<file path="src/rtl/modn_cascade_tracker.sv">
// modn_cascade_tracker
//   Watches the count bus of an upstream up/down mod-N counter. Each clock
//   the new value is classified against the previous sample as a step up,
//   step down, up-wrap, down-wrap or illegal jump. Wraps advance a cascaded
//   "tens" digit, so the upstream stage and this digit behave as one
//   two-digit up/down counter.
//
//   Optional feature macro: SEG7_OUT_EN
//     Defined   -> adds seg_ones/seg_tens 7-segment outputs (active-high,
//                  gfedcba), registered one cycle behind prev_q / tens.
//     Undefined -> no segment ports and no decode logic.
//
//   There is no handshake on this block: count_in is sampled on every
//   rising edge of clk, and every output is a registered value that is
//   valid in the cycle after the edge that sampled the change.
//   All pulse outputs are high for exactly one cycle.
module modn_cascade_tracker #(
  parameter int N   = 10,
  parameter int MSB = 4
) (
  input  logic           clk,
  input  logic           arst,
  input  logic [MSB-1:0] count_in,
  output logic [MSB-1:0] tens,
  output logic           dir_up,
  output logic           step,
  output logic           wrap_up,
  output logic           wrap_dn,
  output logic           tens_wrap,
  output logic           err,
  output logic           err_stky
`ifdef SEG7_OUT_EN
  ,
  output logic [6:0]     seg_ones,
  output logic [6:0]     seg_tens
`endif
);

  // Modulus widened by one bit so that N == 2**MSB still compares correctly.
  localparam logic [MSB:0]   N_EXT = N[MSB:0];
  localparam int             NM1   = N - 1;
  localparam logic [MSB-1:0] MAXV  = NM1[MSB-1:0];
  localparam logic [MSB-1:0] ONE   = {{(MSB-1){1'b0}}, 1'b1};
  localparam logic [MSB-1:0] ZERO  = '0;

  // Previous sample and whether it has been primed since reset.
  logic [MSB-1:0] prev_q;
  logic           prev_vld;

  // Transition classification of count_in against prev_q.
  logic out_of_range;
  logic is_hold;
  logic up_step;
  logic up_wrap;
  logic dn_step;
  logic dn_wrap;

  // Next-state values for the registered outputs.
  logic [MSB-1:0] tens_nxt;
  logic           dir_up_nxt;
  logic           step_nxt;
  logic           wrap_up_nxt;
  logic           wrap_dn_nxt;
  logic           tens_wrap_nxt;
  logic           err_nxt;
  logic           err_stky_nxt;

  // Classify the current sample; the first-match priority is applied below.
  always_comb begin
    out_of_range = ({1'b0, count_in} >= N_EXT);
    is_hold      = (count_in == prev_q);
    up_step      = (prev_q < MAXV) && (count_in == prev_q + ONE);
    up_wrap      = (prev_q == MAXV) && (count_in == ZERO);
    dn_step      = (prev_q != ZERO) && (count_in == prev_q - ONE);
    dn_wrap      = (prev_q == ZERO) && (count_in == MAXV);
  end

  // Decide next outputs; up rules sit above down rules so up wins any tie.
  always_comb begin
    tens_nxt      = tens;
    dir_up_nxt    = dir_up;
    step_nxt      = 1'b0;
    wrap_up_nxt   = 1'b0;
    wrap_dn_nxt   = 1'b0;
    tens_wrap_nxt = 1'b0;
    err_nxt       = 1'b0;
    err_stky_nxt  = err_stky;
    if (prev_vld) begin
      if (out_of_range) begin
        err_nxt      = 1'b1;
        err_stky_nxt = 1'b1;
      end else if (is_hold) begin
        step_nxt = 1'b0;
      end else if (up_step) begin
        step_nxt   = 1'b1;
        dir_up_nxt = 1'b1;
      end else if (up_wrap) begin
        step_nxt    = 1'b1;
        wrap_up_nxt = 1'b1;
        dir_up_nxt  = 1'b1;
        if (tens == MAXV) begin
          tens_nxt      = ZERO;
          tens_wrap_nxt = 1'b1;
        end else begin
          tens_nxt = tens + ONE;
        end
      end else if (dn_step) begin
        step_nxt   = 1'b1;
        dir_up_nxt = 1'b0;
      end else if (dn_wrap) begin
        step_nxt    = 1'b1;
        wrap_dn_nxt = 1'b1;
        dir_up_nxt  = 1'b0;
        if (tens == ZERO) begin
          tens_nxt      = MAXV;
          tens_wrap_nxt = 1'b1;
        end else begin
          tens_nxt = tens - ONE;
        end
      end else begin
        err_nxt      = 1'b1;
        err_stky_nxt = 1'b1;
      end
    end
  end

  // Sample history: always track count_in, mark primed after first edge.
  always_ff @(posedge clk or posedge arst) begin
    if (arst) begin
      prev_q   <= '0;
      prev_vld <= 1'b0;
    end else begin
      prev_q   <= count_in;
      prev_vld <= 1'b1;
    end
  end

  // Register all tracker outputs.
  always_ff @(posedge clk or posedge arst) begin
    if (arst) begin
      tens      <= '0;
      dir_up    <= 1'b1;
      step      <= 1'b0;
      wrap_up   <= 1'b0;
      wrap_dn   <= 1'b0;
      tens_wrap <= 1'b0;
      err       <= 1'b0;
      err_stky  <= 1'b0;
    end else begin
      tens      <= tens_nxt;
      dir_up    <= dir_up_nxt;
      step      <= step_nxt;
      wrap_up   <= wrap_up_nxt;
      wrap_dn   <= wrap_dn_nxt;
      tens_wrap <= tens_wrap_nxt;
      err       <= err_nxt;
      err_stky  <= err_stky_nxt;
    end
  end

`ifdef SEG7_OUT_EN
  // Active-high gfedcba glyphs for 0-9; anything else is blank.
  function automatic logic [6:0] seg_decode(input logic [MSB-1:0] v);
    logic [6:0] g;
    case (v)
      0:       g = 7'b0111111;
      1:       g = 7'b0000110;
      2:       g = 7'b1011011;
      3:       g = 7'b1001111;
      4:       g = 7'b1100110;
      5:       g = 7'b1101101;
      6:       g = 7'b1111101;
      7:       g = 7'b0000111;
      8:       g = 7'b1111111;
      9:       g = 7'b1101111;
      default: g = 7'b0000000;
    endcase
    return g;
  endfunction

  // Segment outputs trail their source registers by one cycle.
  always_ff @(posedge clk or posedge arst) begin
    if (arst) begin
      seg_ones <= 7'b0;
      seg_tens <= 7'b0;
    end else begin
      seg_ones <= seg_decode(prev_q);
      seg_tens <= seg_decode(tens);
    end
  end
`endif

endmodule

</file>
<file path="config.mk">
export PLATFORM = sky130hd
export DESIGN_NAME = modn_cascade_tracker
export DESIGN_NICKNAME = d
export VERILOG_FILES = /design/src/rtl/modn_cascade_tracker.sv
export SDC_FILE = /design/constraint.sdc
export NUM_CORES = 1
export LEC_CHECK = 0
export BUFFER_PORTS_ARGS = -buffer_cell sky130_fd_sc_hd__buf_2
export CORE_MARGIN = 2
export CORE_UTILIZATION = 35
export CTS_CLUSTER_DIAMETER = 200
export DETAILED_ROUTE_END_ITERATION = 8
export PLACE_DENSITY = 0.65
export SYNTH_ARGS = -nofsm -noshare
export SYNTH_HDL_FRONTEND = slang
export SYNTH_SLANG_ARGS = --single-unit
</file>
<file path="constraint.sdc">
create_clock -name clk -period 2.06 [get_ports clk]
set_input_delay 0.412 -clock clk [delete_from_list [all_inputs] [get_ports clk]]
set_output_delay 0.412 -clock clk [all_outputs]
set_load 0.03 [all_outputs]
</file>
## Word level (Yosys, flattened, before mapping)

Index checks and enable logic that the tools add are counted.

- Word-level logic and storage cells: 93
- Flip-flop bits (word level): 16
- Output and inout bits: 11
- Input port bits: 6

- Equal/unequal tests: 12
- Bitwise logic cells: 3
- Reductions and logical operators: 13
- Add/subtract/negate cells: 4
- Muxes and demuxes: 49
- $lt $le $gt $ge: 2

Operators with widths:

| cell | count |
|---|---|
| 2-to-1 mux 1 bit | 44 |
| 2-to-1 mux 4 bit | 5 |
| equality test 4 bit | 3 |
| equality test 4 bit (second input constant) | 3 |
| zero test 4 bit | 3 |
| inequality test 2 bit (second input constant) | 6 |
| AND reduction 6 bit | 2 |
| adder 4 x 1 -> 4 bit (second input constant) | 2 |
| nonzero test 4 bit | 2 |
| subtractor 4 x 1 -> 4 bit (second input constant) | 2 |
| greater-or-equal comparator 4 bit (second input constant) | 1 |
| logical AND 1 bit | 4 |
| < comparator 4 bit (second input constant) | 1 |
| AND reduction 4 bit | 1 |
| inverter 1 bit | 3 |
| nonzero test 2 bit | 1 |

## Depth between registers and ports, before layout

Gate-level depths: netlist of the first run.

- Word-level depth: 9
- Mapped depth: 7
- Mapped depth without buffers: 7

## Worst setup path after synthesis of the first run

Ideal clock, no wire load.

- Path kind: register -> register
- Start point: register prev_q[0]
- End point: register tens[3]
- Buffers on the path: 0
- Data arrival time: 1.937 ns
- Setup time: 0.125 ns
- Cell stages (with the launch flop): 8
- Data required time: 1.935 ns
- Path slack: -0.002 ns
- Period minus slack after synthesis: 2.062 ns
- Cells stage by stage: dfrtp_1 inv_1 ha_1 xor2_1 a211oi_1 a31o_2 a211oi_4 mux2_4

- Longest elaborated chain between the ends: 5
- Elaborated cells between the ends (all ways): 19
- Classes of those cells: add/sub (2); order compare (1); eq/ne (5); mux (1); bitwise (2); reduce/logical (8)

Ends and longest elaborated chain:

| element | line | source |
|---|---|---|
| start: declaration | 47 | `logic [MSB-1:0] prev_q;` |
| start signal: assignment | 133 | `prev_q <= count_in;` |
| subtractor 4 x 1 -> 4 bit / adder 4 x 1 -> 4 bit (equally long branches) | 74, 72 |  |
| equality test 4 bit (on tied branches) | 74, 72 |  |
| logical AND 1 bit (on tied branches) | 74, 72 |  |
| inequality test 2 bit (no line) / inverter 1 bit (equally long branches) | n/a |  |
| AND reduction 6 bit (no line) | n/a |  |
| end signal: assignment | 150 | `tens <= tens_nxt;` |
| end: declaration | 24 | `output logic [MSB-1:0] tens,` |

Several ways; a longest one is shown, not always the timed one.
A chain may end at the register's enable or synchronous reset.

## Worst setup path in the final report of the first run

- Start point: register prev_q[0]
- End point: register tens[1]

The elaborated chain is that of the path after synthesis.

==> flow_summary.yaml, run 1 <==
floorplan:
  io_pins: 17
  die_w_microns: 58.2
  core_area_sq_mm: 0.00278
  fp.dieH_microns: 58.2
  num_rows: 19
  die-area_sq_mm: 0.00339
  start_util_pct: 37.0
layout:
  final_cells: 158
  seq_area_sq_um: 402
  fill_cells: 257
  drive_above_1_share_pct: 39.4
  synthToLayoutAreaGrowth_pct: 26.0
  nets: 138
  antenna_cells: 0
  multi_input_area_sq_um: 641
power_and_ir_drop:
  leakagePower_nw: 0.569
  p_total_uw: 812
  power_per_cell_area_mw_per_mm2: 626
  ir_drop_uv: 447
global_routing:
  grt_max_degree: 17
  antenna_found_initial: 0
  grt_overflow: 0
  track_usage_pct: 13.9
  grt_pass1_wl_microns: 3550
  first_global_vias: 786
clock_tree:
  root_buffer: "clkbuf_4"
  clk_latency_ns: 0.29
  clock-sinks: 16
  cts_buffers: 3
  cts_buffer_depth: 2
  cts_max_level: 1
  cts_tree: "built"
  hold_buffers: 0
  clkTransAtPathRegs_ns: 0.10
timing:
  slew_headroom_pct: 58.5
  hold_slack_ns: 0.171
  setup-violations-final: 0
  period_minus_slack_ns: 1.98
  hold_viol_final: 0
  tightestPinTransition_ns: 0.622
  worst_slack_ns: 0.0807
  fin_crit_sh_pct: 96.1
  fmax_mhz: 505
  finalMaxSlewViolations: 0
  fin_skew_ns: 0.00236
  tns_ns: 0
synthesis:
  synth-warning-count: 0
  async_flop_share_pct: 100
  synth_cells: 101
  ys_seq_elements: 16
  ys_seq_area_share_pct: 39.1
  ys_types: 41
  synth_flop_cell: "dfrtp_1"
  avgSynthCellArea_sq_um: 10.2
  synth_area_sq_mm: 0.00103
  synth_enable_flop_cells: 0
  synth_nets: 111
route:
  route.vias.total: 882
  firstDrtPassIters: 4
  viasPerCell: 5.58
  wl_per_cell_microns: 14.5
  drt_iter0_drc: 34
  routed_wl_microns: 2300
  postRouteAntennaNets: 0
  route.detailed.drc: 0
setup_path:
  start_kind: "flip-flop"
  critPathRequiredTime_ns: 2.25
  path_class: "flip-flop to flip-flop"
  path_max_fanout: 5
  worstSetupEndpointType: "flip-flop"
  arrival_ns: 2.17
placement:
  numPlacedInstances: 151
  portBuffers: 16
  dp_slack_ns: -0.0203
  dpl.hpwl_microns: 1620
  routabilityCongestion: 0.883
flow_run:
  cap_violations: 0
worst_hold_path:
  min_path_type: "primary input to asynchronous set/reset pin"
status:
  outcome: "finished, final reports clean"
-- metrics by stage --
stage / cell area [sq um] / utilization, %
after CTS: 1240 / 44.6
after detailed placement: 1190 / 42.8
final: 1300 / 46.6
after global placement: 1190 / 42.8
after global routing: 1300 / 46.6
after floorplan: 1030 / -
-- flip-flops by register name, indices dropped and copies added (netlist names) --
| signal | cells |
|---|---|
| tens | 4 |
| step | 1 |
| wrap_dn | 1 |
| dir_up | 1 |
| prev_q | 4 |
| wrap_up | 1 |
| tens_wrap | 1 |
| err_stky | 1 |
| prev_vld | 1 |
| err | 1 |
-- placed cells by master, fill, tap and decap left out, drive strengths merged, types with 2 or more instances in the layout --
cell / netlist / routed
a211oi: 3 / 3
a21oi: 4 / 4
a41o: 2 / 2
buf: 2 / 28
clkbuf: 4 / 4
dfrtp: 15 / 15
ha: 4 / 4
inv: 4 / 4
mux2: 3 / 3
nand2: 2 / 2
nand2b: 2 / 2
nand3: 5 / 5
nand4: 2 / 2
nand4b: 2 / 2
nor2: 6 / 6
nor3: 3 / 3
nor3b: 2 / 2
nor4b: 2 / 2
o21ai: 5 / 5
or3: 2 / 2
xnor2: 9 / 9
xor2: 4 / 4
-- report_power, final --
| group | internal (mW) | switching (mW) | total [mW] |
|---|---|---|---|
| Sequential | 0.346 | 0.0376 | 0.384 |
| Combinational | 0.107 | 0.135 | 0.242 |
| Clock | 0.0754 | 0.111 | 0.187 |
| Total | 0.528 | 0.283 | 0.812 |
-- final cells by class --
cell class,count,share of cell area [%]
Inverter,4,1.16
Clock buffer,4,2.03
Multi-Input combinational cell,75,49.4
Tap cell,31,2.99
Sequential cell,16,31.0
Timing Repair Buffer,28,13.4
-- cells by family after synthesis --
family | after synthesis | synth area share, %
adders and majority gates | 4 | 4.87
DFF | 16 | 39.1
other | 1 | 0.365
muxes | 3 | 4.38
and+or+nand+nor | 34 | 20.9
buffers and inverters | 10 | 3.77
AOI/OAI and AO/OA | 20 | 14.8
xor gates and xnor gates | 13 | 11.8
-- timing repair --
| action | CTS | global route |
|---|---|---|
| gates resized for setup | 1 | 11 |
| pin swaps | 0 | 3 |
| setup buffers | 2 | 1 |
| gates cloned | 0 | 0 |
| hold endpoints to repair | 0 | 0 |
| endpoints found under the setup margin | 3 | 6 |
-- critical path, cell delays in order (launching register included) --
cell,delay (ns)
dfrtp_1,0.40
buf_4,0.17
xnor2_2,0.29
a211oi_2,0.10
a31o_2,0.29
a211oi_4,0.19
buf_4,0.15
mux2_4,0.29
-- cell usage after synthesis, drive strengths merged (2+ instances only) --
cell type / instances / area share (%)
a211oi: 3 / 3.4
a21oi: 4 / 1.9
a41o: 2 / 1.9
buf: 2 / 0.85
clkbuf: 4 / 1.5
dfrtp: 15 / 36
ha: 4 / 4.9
inv: 4 / 1.5
mux2: 3 / 4.4
nand2: 2 / 0.73
nand2b: 2 / 1.2
nand3: 5 / 2.4
nand4: 2 / 1.2
nand4b: 2 / 1.7
nor2: 6 / 2.4
nor3: 3 / 1.5
nor3b: 2 / 1.5
nor4b: 2 / 1.7
o21ai: 5 / 2.4
or3: 2 / 1.2
xnor2: 9 / 8.4
xor2: 4 / 3.4
-- worst paths after layout --
check / slack, ns / cells after the start / end / from
max in group asynchronous: 1.49 / 2 / step / arst
min in group clk: 0.29 / 1 / prev_q[3] / count_in[3]
setup reg to reg: 0.08 / 7 / tens[1] / prev_q[0]
setup / recovery: 0.08 / 7 / tens[1] / prev_q[0]
hold / removal: 0.17 / 2 / tens[2] / arst
hold reg to reg: 0.47 / 1 / err_stky / err_stky
-- metal layers --
layer / global-route usage (%) / part of all wire, % / vias to the layer above
met5: 0 / 0 / -
met4: 6.98 / 2.8 / 0
met3: 2.46 / 4.7 / 8
met2: 22.4 / 49 / 30
met1: 17.9 / 43 / 427
li1: - / - / 417
Note: power is estimated with default switching activity, not from simulation.
==> inputs of run 2 (changes only) <==
--- a/config.mk
+++ b/config.mk
@@ -11,6 +11,7 @@
 export CTS_CLUSTER_DIAMETER = 200
 export DETAILED_ROUTE_END_ITERATION = 8
 export PLACE_DENSITY = 0.65
+export SETUP_SLACK_MARGIN = 0.3
 export SYNTH_ARGS = -nofsm -noshare
 export SYNTH_HDL_FRONTEND = slang
 export SYNTH_SLANG_ARGS = --single-unit
==> flow_summary.yaml, run 2 (same netlist as run 1, synthesis figures left out) <==
status:
  outcome: "finished, final reports clean"
layout:
  synthToLayoutAreaGrowth_pct: 33.6
  final_cells: 159
  seq_area_sq_um: 403
  antenna_cells: 0
  fin_area_sq_mm: 0.00137
  drive_above_1_share_pct: 44.5
  multi_input_area_sq_um: 703
  reg_top3: "prev_q x4, tens x4"
  final_common_cell: "buf_2"
  nets: 139
  fill_cells: 250
  mostFrequentLayoutCells: "buf_2 (16), dfrtp_1 (14), buf_4 (13), xnor2_1 (6)"
global_routing:
  first_global_vias: 780
  grt_pass1_wl_microns: 3590
  grt_overflow: 0
  antenna_found_initial: 0
  grt_max_degree: 17
  track_usage_pct: 14.0
timing:
  period_minus_slack_ns: 1.98
  fin_skew_ns: 0.0139
  rsz0062_at_grt: "yes"
  hold_slack_ns: 0.177
  slew_headroom_pct: 59.4
  setup-violations-final: 0
  fmax_mhz: 505
  tns_ns: 0
  hold_viol_final: 0
  finalMaxSlewViolations: 0
  tightestPinTransition_ns: 0.609
  fin_crit_sh_pct: 96.1
worst_hold_path:
  min_path_type: "primary input to asynchronous set/reset pin"
setup_path:
  path_class: "flip-flop to flip-flop"
  worstSetupEndpointType: "flip-flop"
  arrival_ns: 2.14
  start_kind: "flip-flop"
  r2r_slack_ns: 0.08
  critPathRequiredTime_ns: 2.22
  path_max_fanout: 4
clock_tree:
  clock-sinks: 16
  cts_buffer_depth: 2
  clkTransAtPathRegs_ns: 0.10
  cts_tree: "built"
  cts_max_level: 1
  hold_buffers: 0
  root_buffer: "clkbuf_4"
  cts_buffers: 3
  clk_latency_ns: 0.28
route:
  firstDrtPassIters: 5
  viasPerCell: 5.36
  routed_wl_microns: 2250
  route.detailed.drc: 0
  route.vias.total: 853
  wl_per_cell_microns: 14.2
  drt_iter0_drc: 30
  postRouteAntennaNets: 0
power_and_ir_drop:
  combPwrFrac_pct: 31.3
  p_sw_uw: 280
  ir_drop_uv: 394
  p_clk_share_pct: 24.1
  power_per_cell_area_mw_per_mm2: 625
  leakagePower_nw: 0.590
  pwr-share-seq_pct: 44.6
  internal_power_uw: 579
  netSwitchingFraction_pct: 32.6
  p_total_uw: 858
placement:
  numPlacedInstances: 150
  place_area_sq_mm: 0.00118
  dpl.hpwl_microns: 1540
  routabilityCongestion: 0.806
  portBuffers: 16
floorplan:
  start_util_pct: 37.0
  fp.dieH_microns: 58.2
  num_rows: 19
  die-area_sq_mm: 0.00339
  die_w_microns: 58.2
  core_area_sq_mm: 0.00278
  io_pins: 17
flow_run:
  cap_violations: 0
==> run 2: cell type report <==
type / instances / area share, %
clock buffer: 4 / 2.64
inverter: 4 / 1.09
multi-input combinational: 75 / 51.2
sequential: 16 / 29.3
tap: 31 / 2.82
timing repair buffer: 29 / 12.9
==> run 2: timing repair <==
item / in CTS / in global routing
resized for setup: 14 / 5
buffers inserted: 4 / 1
endpoints found under the hold margin: 0 / 0
pin swaps: 5 / 3
setup endpoints to repair: 7 / 8
==> run 2: worst paths after layout <==
path,from,endpoint,cells past startpoint
hold / removal,arst,step,2
max in group asynchronous,arst,prev_q[2],2
min in group clk,count_in[3],prev_q[3],1
hold reg to reg,err_stky,err_stky,1
setup reg to reg,prev_q[1],tens[1],7
setup / recovery,prev_q[1],tens[1],7
==> run 2: critical path, cell delays in order (launching register included) <==
cell and delay, ns:
dfrtp_1 0.40, buf_4 0.13, buf_4 0.15, ha_4 0.17, xnor2_4 0.13, a31o_4 0.26, a211oi_4 0.28, mux2_4 0.34
==> run 2: power groups by stage <==
| stage | logic, mW | clock network, mW | registers (mW) |
|---|---|---|---|
| 2_1_floorplan | 0.138 | 0 | 0.414 |
| 3_3_place_gp | 0.222 | 0 | 0.387 |
| 3_5_place_dp | 0.225 | 0 | 0.388 |
| 4_1_cts | 0.258 | 0.212 | 0.382 |
| 5_1_grt | 0.290 | 0.232 | 0.388 |
| 6_report | 0.268 | 0.207 | 0.383 |
==> run 2: metal layers <==
metal,track usage (%),share of wire (%),vias up
met2,23.9,49,22
met3,2.23,3.7,2
met4,3.99,1.3,0
li1,-,-,423
met1,18.2,46,406
met5,0,0,-
==> run 2: stage by stage <==
stage,setup slack (ns),util [%]
5_1_grt,0.0271,49.4
2_1_floorplan,0.0819,-
4_1_cts,0.0502,48.0
6_report,0.0802,49.4
3_5_place_dp,0.0230,42.6
3_3_place_gp,0.0213,42.6
